### src/rtl/pp_pipeline_accel_sdiv_32s_32s_32_seq_if.sv
// Handshake/data bundle for the iterative signed divider.
// Master drives ce/start/operands; slave returns ready/done/quotient/flag.
// Optional rem_out is present only when PP_SDIV_REMAINDER_EN is defined.
interface pp_pipeline_accel_sdiv_32s_32s_32_seq_if #(
  parameter int din0_WIDTH = 32,
  parameter int din1_WIDTH = 32,
  parameter int dout_WIDTH = 32
);
  logic                  ce;
  logic                  start;
  logic [din0_WIDTH-1:0] din0;
  logic [din1_WIDTH-1:0] din1;
  logic                  ready;
  logic                  done;
  logic [dout_WIDTH-1:0] dout;
  logic                  div_by_zero;
`ifdef PP_SDIV_REMAINDER_EN
  logic [din1_WIDTH-1:0] rem_out;

  modport master (output ce, start, din0, din1,
                  input  ready, done, dout, div_by_zero, rem_out);
  modport slave  (input  ce, start, din0, din1,
                  output ready, done, dout, div_by_zero, rem_out);
`else
  modport master (output ce, start, din0, din1,
                  input  ready, done, dout, div_by_zero);
  modport slave  (input  ce, start, din0, din1,
                  output ready, done, dout, div_by_zero);
`endif
endinterface

### src/rtl/pp_pipeline_accel_sdiv_32s_32s_32_seq.sv
// Iterative signed divider (restoring shift-subtract, one quotient bit per enabled cycle).
// Latency N+2 enabled cycles from accept to done; ce=0 freezes everything, start ignored while busy.
// Build option PP_SDIV_REMAINDER_EN adds a signed remainder output (rem_out).
module pp_pipeline_accel_sdiv_32s_32s_32_seq #(
  parameter int ID         = 1,
  parameter int din0_WIDTH = 32,
  parameter int din1_WIDTH = 32,
  parameter int dout_WIDTH = 32
) (
  input  logic clk,
  input  logic reset,
  pp_pipeline_accel_sdiv_32s_32s_32_seq_if.slave bus
);
  localparam int N  = din0_WIDTH;
  localparam int M  = din1_WIDTH;
  localparam int W1 = N + 1;
  localparam int CW = (N > 1) ? $clog2(N) : 1;

  localparam logic [1:0] IDLE = 2'd0;
  localparam logic [1:0] CALC = 2'd1;
  localparam logic [1:0] FIX  = 2'd2;

  logic [1:0]            state;
  logic [CW-1:0]         cnt;
  logic [N-1:0]          dvd;     // dividend magnitude, becomes the quotient magnitude
  logic [N:0]            rem;     // partial remainder
  logic [N:0]            dsr;     // divisor magnitude
  logic                  q_sign;
  logic                  zero;
  logic                  done_r;
  logic                  dz_r;
  logic [dout_WIDTH-1:0] dout_r;
`ifdef PP_SDIV_REMAINDER_EN
  logic                  r_sign;  // remainder takes the dividend's sign
  logic [M-1:0]          din0_lo; // returned as the remainder on divide by zero
  logic [M-1:0]          rem_r;
`endif

  logic [N-1:0] a0;
  logic [N:0]   b_ext;
  logic [N:0]   a1;
  logic [N+1:0] rem_sh;
  logic         ge;
  logic [N:0]   rem_nx;
  logic [N-1:0] qs;

  // Operand magnitudes at accept, one restoring step, and the signed quotient.
  always_comb begin
    // |MIN| = 2^(N-1) still fits an unsigned N-bit magnitude
    a0     = bus.din0[N-1] ? (~bus.din0 + N'(1)) : bus.din0;
    b_ext  = {{(W1-M){bus.din1[M-1]}}, bus.din1};
    a1     = b_ext[N] ? (~b_ext + W1'(1)) : b_ext;
    rem_sh = {rem, dvd[N-1]};
    ge     = (rem_sh >= {1'b0, dsr});
    rem_nx = ge ? W1'(rem_sh - {1'b0, dsr}) : rem_sh[N:0];
    qs     = q_sign ? (~dvd + N'(1)) : dvd;
  end

  assign bus.ready       = (state == IDLE);
  assign bus.done        = done_r;
  assign bus.dout        = dout_r;
  assign bus.div_by_zero = dz_r;
`ifdef PP_SDIV_REMAINDER_EN
  assign bus.rem_out     = rem_r;
`endif

  // Control FSM and datapath; every update is gated by ce.
  always_ff @(posedge clk or posedge reset) begin
    if (reset) begin
      state   <= IDLE;
      cnt     <= '0;
      dvd     <= '0;
      rem     <= '0;
      dsr     <= '0;
      q_sign  <= 1'b0;
      zero    <= 1'b0;
      done_r  <= 1'b0;
      dz_r    <= 1'b0;
      dout_r  <= '0;
`ifdef PP_SDIV_REMAINDER_EN
      r_sign  <= 1'b0;
      din0_lo <= '0;
      rem_r   <= '0;
`endif
    end else if (bus.ce) begin
      // done is a single enabled-cycle pulse unless FIX re-asserts it
      done_r <= 1'b0;
      case (state)
        IDLE: begin
          if (bus.start) begin
            dvd     <= a0;
            dsr     <= a1;
            rem     <= '0;
            q_sign  <= bus.din0[N-1] ^ bus.din1[M-1];
            zero    <= (bus.din1 == '0);
            cnt     <= CW'(N - 1);
            state   <= CALC;
`ifdef PP_SDIV_REMAINDER_EN
            r_sign  <= bus.din0[N-1];
            din0_lo <= M'(bus.din0);
`endif
          end
        end
        CALC: begin
          rem <= rem_nx;
          dvd <= {dvd[N-2:0], ge};
          if (cnt == '0) state <= FIX;
          else           cnt   <= cnt - CW'(1);
        end
        FIX: begin
          dout_r <= zero ? '1 : dout_WIDTH'(qs);
          dz_r   <= zero;
          done_r <= 1'b1;
          state  <= IDLE;
`ifdef PP_SDIV_REMAINDER_EN
          rem_r  <= zero ? din0_lo : M'(r_sign ? (~rem + W1'(1)) : rem);
`endif
        end
        default: state <= IDLE;
      endcase
    end
  end
endmodule

### src/flat_wrapper.sv
// flat-port wrapper written by rule: the top's interface ports become plain ports
module pp_pipeline_accel_sdiv_32s_32s_32_seq_flat 
#(
  parameter int ID         = 1,
  parameter int din0_WIDTH = 32,
  parameter int din1_WIDTH = 32,
  parameter int dout_WIDTH = 32
)
  (clk, reset, bus_ce, bus_start, bus_din0, bus_din1, bus_ready, bus_done, bus_dout, bus_div_by_zero);
  pp_pipeline_accel_sdiv_32s_32s_32_seq_if #(.din0_WIDTH(din0_WIDTH), .din1_WIDTH(din1_WIDTH), .dout_WIDTH(dout_WIDTH)) bus_i ();
  input  logic clk;
  input  logic reset;
  input wire logic [$bits(bus_i.ce)-1:0] bus_ce;
  input wire logic [$bits(bus_i.start)-1:0] bus_start;
  input wire logic [$bits(bus_i.din0)-1:0] bus_din0;
  input wire logic [$bits(bus_i.din1)-1:0] bus_din1;
  output wire logic [$bits(bus_i.ready)-1:0] bus_ready;
  output wire logic [$bits(bus_i.done)-1:0] bus_done;
  output wire logic [$bits(bus_i.dout)-1:0] bus_dout;
  output wire logic [$bits(bus_i.div_by_zero)-1:0] bus_div_by_zero;
  assign bus_i.ce = bus_ce;
  assign bus_i.start = bus_start;
  assign bus_i.din0 = bus_din0;
  assign bus_i.din1 = bus_din1;
  assign bus_ready = bus_i.ready;
  assign bus_done = bus_i.done;
  assign bus_dout = bus_i.dout;
  assign bus_div_by_zero = bus_i.div_by_zero;
  pp_pipeline_accel_sdiv_32s_32s_32_seq #(.ID(ID), .din0_WIDTH(din0_WIDTH), .din1_WIDTH(din1_WIDTH), .dout_WIDTH(dout_WIDTH)) u_core (.clk(clk), .reset(reset), .bus(bus_i));
endmodule
### config.mk
export PLATFORM = sky130hd
export DESIGN_NAME = pp_pipeline_accel_sdiv_32s_32s_32_seq_flat
export DESIGN_NICKNAME = d
export VERILOG_FILES = /design/src/rtl/pp_pipeline_accel_sdiv_32s_32s_32_seq_if.sv /design/src/rtl/pp_pipeline_accel_sdiv_32s_32s_32_seq.sv /design/src/flat_wrapper.sv
export SDC_FILE = /design/constraint.sdc
export NUM_CORES = 1
export LEC_CHECK = 0
export BUFFER_PORTS_ARGS = -buffer_cell sky130_fd_sc_hd__buf_2
export CORE_MARGIN = 10
export CORE_UTILIZATION = 49
export CTS_BUF_LIST = sky130_fd_sc_hd__clkbuf_8
export DETAILED_ROUTE_END_ITERATION = 12
export PLACE_DENSITY_LB_ADDON = 0.1
export SLEW_MARGIN = 40
export SYNTH_ARGS = -nofsm -noshare
export SYNTH_HDL_FRONTEND = slang
export SYNTH_SLANG_ARGS = --single-unit
### constraint.sdc
create_clock -name clk -period 8.4 [get_ports clk]
set_input_delay 1.68 -clock clk [delete_from_list [all_inputs] [get_ports clk]]
set_output_delay 1.68 -clock clk [all_outputs]
set_load 0.02 [all_outputs]
Yosys cells after proc, flatten, opt, wreduce, memory -nomap -nowiden
Cells that the tools add are included.
- add/subtract/negate cells: 5
- eq/ne operators: 5
- multiplexer cells: 16
- bitwise gates (word level): 4
- magnitude comparators: 1
- reduce and logical (&&, ||, !) cells: 9
- operators with widths (operator ; count):
    two-way mux 32 bit ; 4
    two-way mux 33 bit ; 3
    case mux 33 bit (2 select lines) ; 1
    adder 32 x 1 -> 32 bit, second input constant ; 2
    inverter 32 bit ; 2
    case mux 32 bit (2 select lines) ; 1
    greater-or-equal comparator 34 x 33 -> 1 bit ; 1
    adder 33 x 1 -> 33 bit, second input constant ; 1
    inverter 33 bit ; 1
    subtractor 33 bit ; 1
    zero test 32 bit ; 1
    two-way mux 5 bit ; 2
    case mux 5 bit (2 select lines) ; 1
    AND reduction 3 bit ; 3
    zero test 5 bit ; 1
    subtractor 5 x 1 -> 5 bit, second input constant ; 1
    two-way mux 2 bit ; 2
    inequality test 2 bit, second input constant ; 2
    case mux 2 bit (2 select lines) ; 1
    AND reduction 4 bit ; 1
    == test 2 x 1 -> 1 bit, second input constant ; 1
    == test 2 bit, second input constant ; 1
    zero test 2 bit ; 1
    inequality test 2 x 1 -> 1 bit, second input constant ; 1
    4 further kinds ; 4
- bits of input ports: 68
- register bits after elaboration: 141
- output and inout bits: 35
- logic and storage cells: 50

Depth between registers and ports, before layout
- depth in word-level cells: 5
- gate-level depth with buffers: 13

Worst setup path after synthesis
No wires, ideal clock.
- path type: input to register
- start point: input port bus_din1[17]
- end point: register u_core.dsr[30]
- arrival: 4090 ps
- cell stages on the path: 8
- buffers on the path: 0
- required time: 8270 ps
- slack: 4179 ps
- path through: or4_4 > or4_4 > or3_1 > or3_4 > or3_4 > o31ai_4 > xor2_1 > o21ai_1
- cells in the longest elaborated chain, start to end: 3
- RTL lines (item ; line ; source):
    from (decl) ; flat_wrapper.sv:16 ; input wire logic [$bits(bus_i.din1)-1:0] bus_din1;
    inverter 33 bit ; pp_pipeline_accel_sdiv_32s_32s_32_seq.sv:52 ; a1 = b_ext[N] ? (~b_ext + W1'(1)) : b_ext;
    adder 33 x 1 -> 33 bit ; pp_pipeline_accel_sdiv_32s_32s_32_seq.sv:52 ;
    two-way mux 33 bit ; pp_pipeline_accel_sdiv_32s_32s_32_seq.sv:52 ;
    to (signal assigned) ; pp_pipeline_accel_sdiv_32s_32s_32_seq.sv:74 ; dsr <= '0;
    to (signal assigned) ; pp_pipeline_accel_sdiv_32s_32s_32_seq.sv:92 ; dsr <= a1;
    to (decl) ; pp_pipeline_accel_sdiv_32s_32s_32_seq.sv:27 ; logic [N:0] dsr;
Every way passes these cells.
A chain may end at the register's enable or synchronous reset.

Worst setup path after layout
- start point: input port bus_din1[9]
- end point: register u_core.dsr[29]
The elaborated chain is that of the path after synthesis.

==> impl_results.md <==
* Fin crit period at 4.078 ns
* Required @ worst endpoint at slightly below 9 ns
* Syn Area/Cell at about 8.2 sq um
* Share of layout cells above drive strength 1 at 0.1287
* Number of flops mapped to enable cells by yosys at 0
* Synth Warn # at 0
* Maximum VDD drop at 0.0001237 V
* Max cap viols at 0
* Syn Nets at about 1300
* Setup TNS at 0 ns
* Sequential area share after synthesis at 0.3750
* FMAX at 245.2 MHz
* Start point of the critical path: bus_din1[9]
* Flop pwr share at 0.411
* Delay-heaviest family, CP: simple AND/OR/NAND/NOR gates
* Comb power frac at 0.332
* Initial core utilization at 0.4997
* Iter 0 DRT Violations at 591
* Filler Cells Inserted at around 1800
* Register area at 0.003530 sq mm
* Crit path cell chain: buf_2 -> or4_4 -> nor3_2 -> or3b_1 -> or2_1 -> or4_1 -> or2_1 -> o21ai_1 -> xor2_1 -> o21ai_1
* Finished Cell Area at roughly 0.011 sq mm
* Static leakage at ~4.9 nW
* Psw at 0.0008596 W
* Worst hold slack at roughly 0.47 ns
* Hpwl dp at between 15 and 20 mm
* Cells after Synth at between 1000 and 1500
* Final WL at between 20 and 30 mm
* Global Route Usage Sum at 0.2067
* DRC at 0
* Reg clk slew, reported paths at 0.09 ns
* Power Internal at approximately 0.0013 W
* Cell area after synthesis at roughly 0.0094 sq mm
* Crit. End Element: flop
* Clock share of power at 0.257
* Vias in the first global route at between 7000 and 8000
* Max stage delay cell, worst path: or4_1
* DR WL/cell at about 17 um
* Crit Path Max Fanout at 6
* CP Launch Type: input pin
* Status: finished clean
* Synth top area share at 0.3750
* Dominant cell type by area after synthesis: dfrtp_1
* CTS tree: built
* I/O pins at slightly above 100
* Post-CTS Setup Inserts at 0
* Via count at between 8000 and 9000
* Synth area leaders: dfrtp_1, o21ai_0, nand2_1, xor2_1, xnor2_1
* Max Root-Sink Buffers at 2
* Critical path class: input pin to flop
* CTS HTree Levels at 4
* IO Port Bufs at 102
* Largest net degree at the start of global routing at 79
* Clock Tree Root: clkbuf_8
* Die height at around 160 um
* Num CTS Buffers at 17
* Final Skew at roughly 0.014 ns
* HP Class: flop to flop
* Antenna violations before repair at 1
* Measured slew at the worst slew-check pin at roughly 0.75 ns
* Placed Area at a little over 0.01 sq mm
* Net Sw Frac at 0.3910
* First-pass GRT wire length at 41.49 mm
* Critical Path AT at 4.39 ns
* Die W at about 160 um
* Post-synth cell types at 56
* Die area at 0.02515 sq mm
* Multi-input gate area at about 0.0055 sq mm
* Clock latency at the later pin of the worst-skew pair at between 0.4 and 0.5 ns
* Final hold vios at 0
* Routability cong. at slightly above 0.9
* Asr flop ratio synth at 1.000
* Power Dens Cells at approximately 210 mW/mm^2
* Hold path start: u_core.bus.dout[0]$_DFFE_PP0P_
* Grt ovf at 0
* Core area at about 0.019 sq mm
* Reg2reg start: u_core.dvd[0]$_DFFE_PP0P_
* Site row count at 50
* Slowest Stage Delay on Critical Path at 0.56 ns
* Slew HR at 0.4965
* DR vias/cell at approximately 5.6
* Final setup vio count at 0
* Critical path buffers and inverters at 1
* RSZ-0062 raised after global routing: no
* Final Max Slew Viols at 0
* Ys flop type: dfrtp_1
* Hold_buf cts at 0
* Post-cts sizing count at 0
* P&R area growth vs syn at 12.11%
* Final Cycle Share at 0.4854
* Seq cells post-synth at between 100 and 150
* Sink Count at 141
* Fin nets at around 1300
* Antenna Nets Post-Route at 0
* TritonRoute pass-1 iters at 5
## worst register-to-register path: cells and delay by family (launching register included)
family | cells | cell delay, ns
XOR/XNOR | 1 | 0.09
buffers and inverters | 1 | 0.17
flip-flops | 1 | 0.48
AO/OA/AOI/OAI | 2 | 0.41
AND/OR/NAND/NOR | 6 | 2.04
adder cells (fa/ha/maj) | 1 | 0.20
## final timing paths
| check | end | slack [ns] | cells after the start |
|---|---|---|---|
| min reg2reg | u_core.bus.dout[0]$_DFFE_PP0P_ | 0.47 | 2 |
| max | u_core.dsr[29]$_DFFE_PP0P_ | 4.32 | 10 |
| min | u_core.bus.dout[0]$_DFFE_PP0P_ | 0.47 | 2 |
| min in group asynchronous | u_core.dvd[5]$_DFFE_PP0P_ | 1.28 | 2 |
| max in group asynchronous | u_core.q_sign$_DFFE_PP0P_ | 6.06 | 4 |
| max reg2reg | u_core.bus.dout[30]$_DFFE_PP0P_ | 4.88 | 11 |
## per-layer routing
| layer | global-route usage | vias to the layer above | wire (um) |
|---|---|---|---|
| met5 | 0 | - | 0 |
| met4 | 0.04852 | 0 | 256 |
| met3 | 0.03616 | 19 | 1618 |
| met2 | 0.2878 | 222 | 10230 |
| met1 | 0.3205 | 3919 | 13330 |
| li1 | - | 4207 | - |
## per-stage QoR
stage / util / worst slack (ns) / power, W / std cells
after global placement: 0.5365 / 3.917 / 0.001628 / 1461
final: 0.5603 / 4.322 / 0.002198 / 1496
after detailed placement: 0.5379 / 3.878 / 0.001636 / 1462
after floorplan: - / 2.939 / 0.001421 / 1151
after global routing: 0.5601 / 4.174 / 0.002355 / 1495
after CTS: 0.5590 / 4.357 / 0.002204 / 1494
## state kept, by name (all words and copies together) (netlist names)
register,cells
u_core.bus.div_by_zero,1
u_core.zero,1
u_core.q_sign,1
u_core.bus.done,1
u_core.rem,33
u_core.dvd,32
u_core.cnt,5
u_core.state,2
u_core.bus.dout,32
u_core.dsr,33
## power groups by stage
| stage | sequential (W) | combinational, W | clock, W |
|---|---|---|---|
| finish | 0.000904 | 0.000729 | 0.000565 |
| global route | 0.000920 | 0.000827 | 0.000608 |
| CTS | 0.000900 | 0.000728 | 0.000576 |
| detailed placement | 0.000914 | 0.000722 | 0 |
| global placement | 0.000912 | 0.000715 | 0 |
| floorplan | 0.000885 | 0.000536 | 0 |
## synthesized netlist by cell type (3+ instances only)
cell and n:
nand2_1 177, o21ai_0 159, dfrtp_1 141, nor2_1 76, a21oi_1 73, xor2_1 66
clkbuf_1 57, xnor2_1 56, inv_1 53, ha_1 38, o22ai_1 30, o31ai_1 23
nand2b_1 17, nand3_1 16, nor3_1 13, a21o_1 12, o41ai_1 11, nand4_1 10
nor4_1 10, or3_1 10, or4_1 9, a32oi_1 8, a31oi_1 7, and3_1 7
mux2i_1 7, a22oi_1 4, buf_1 4, nand3b_1 4, o21bai_1 4, or2_2 4
a2111oi_0 3, a211oi_1 3, o211ai_1 3, o21ai_1 3, or4_4 3
## cell type report
| cell class | instances | area share |
|---|---|---|
| well taps | 260 | 0.03083 |
| clock buffers | 17 | 0.02218 |
| clock inverters | 15 | 0.01542 |
| flip-flops and latches | 141 | 0.3346 |
| diodes | 1 | 0.0002372 |
| inverters | 53 | 0.01933 |
| multi-input cells | 896 | 0.5185 |
| repair buffers | 113 | 0.05894 |
## cells in the final DEF (no fill, tap or decap), types with 7 or more instances in the layout
cell	instances
mux2i_1	7
nand2b_1	17
dfrtp_1	140
or4_1	9
o31ai_1	23
xnor2_1	56
o21ai_0	158
clkbuf_8	17
nand2_1	176
nand3_1	16
and3_1	7
nor2_1	75
or3_1	10
o41ai_1	11
o22ai_1	30
a31oi_1	7
buf_4	8
ha_1	38
nor4_1	10
a21o_1	12
xor2_1	66
a32oi_1	8
a21oi_1	73
inv_1	54
nand4_1	10
nor3_1	13
buf_2	102
## kinds of logic after synthesis
| family | count (synthesis) | share of synthesized area |
|---|---|---|
| mux | 7 | 0.007446 |
| simple gates | 371 | 0.1822 |
| compound gates | 357 | 0.2238 |
| buf+inv | 114 | 0.04547 |
| fa+ha+maj | 39 | 0.05265 |
| flops | 141 | 0.3749 |
| xor+xnor | 122 | 0.1135 |
No activity file was read; power rests on OpenSTA's default activity.
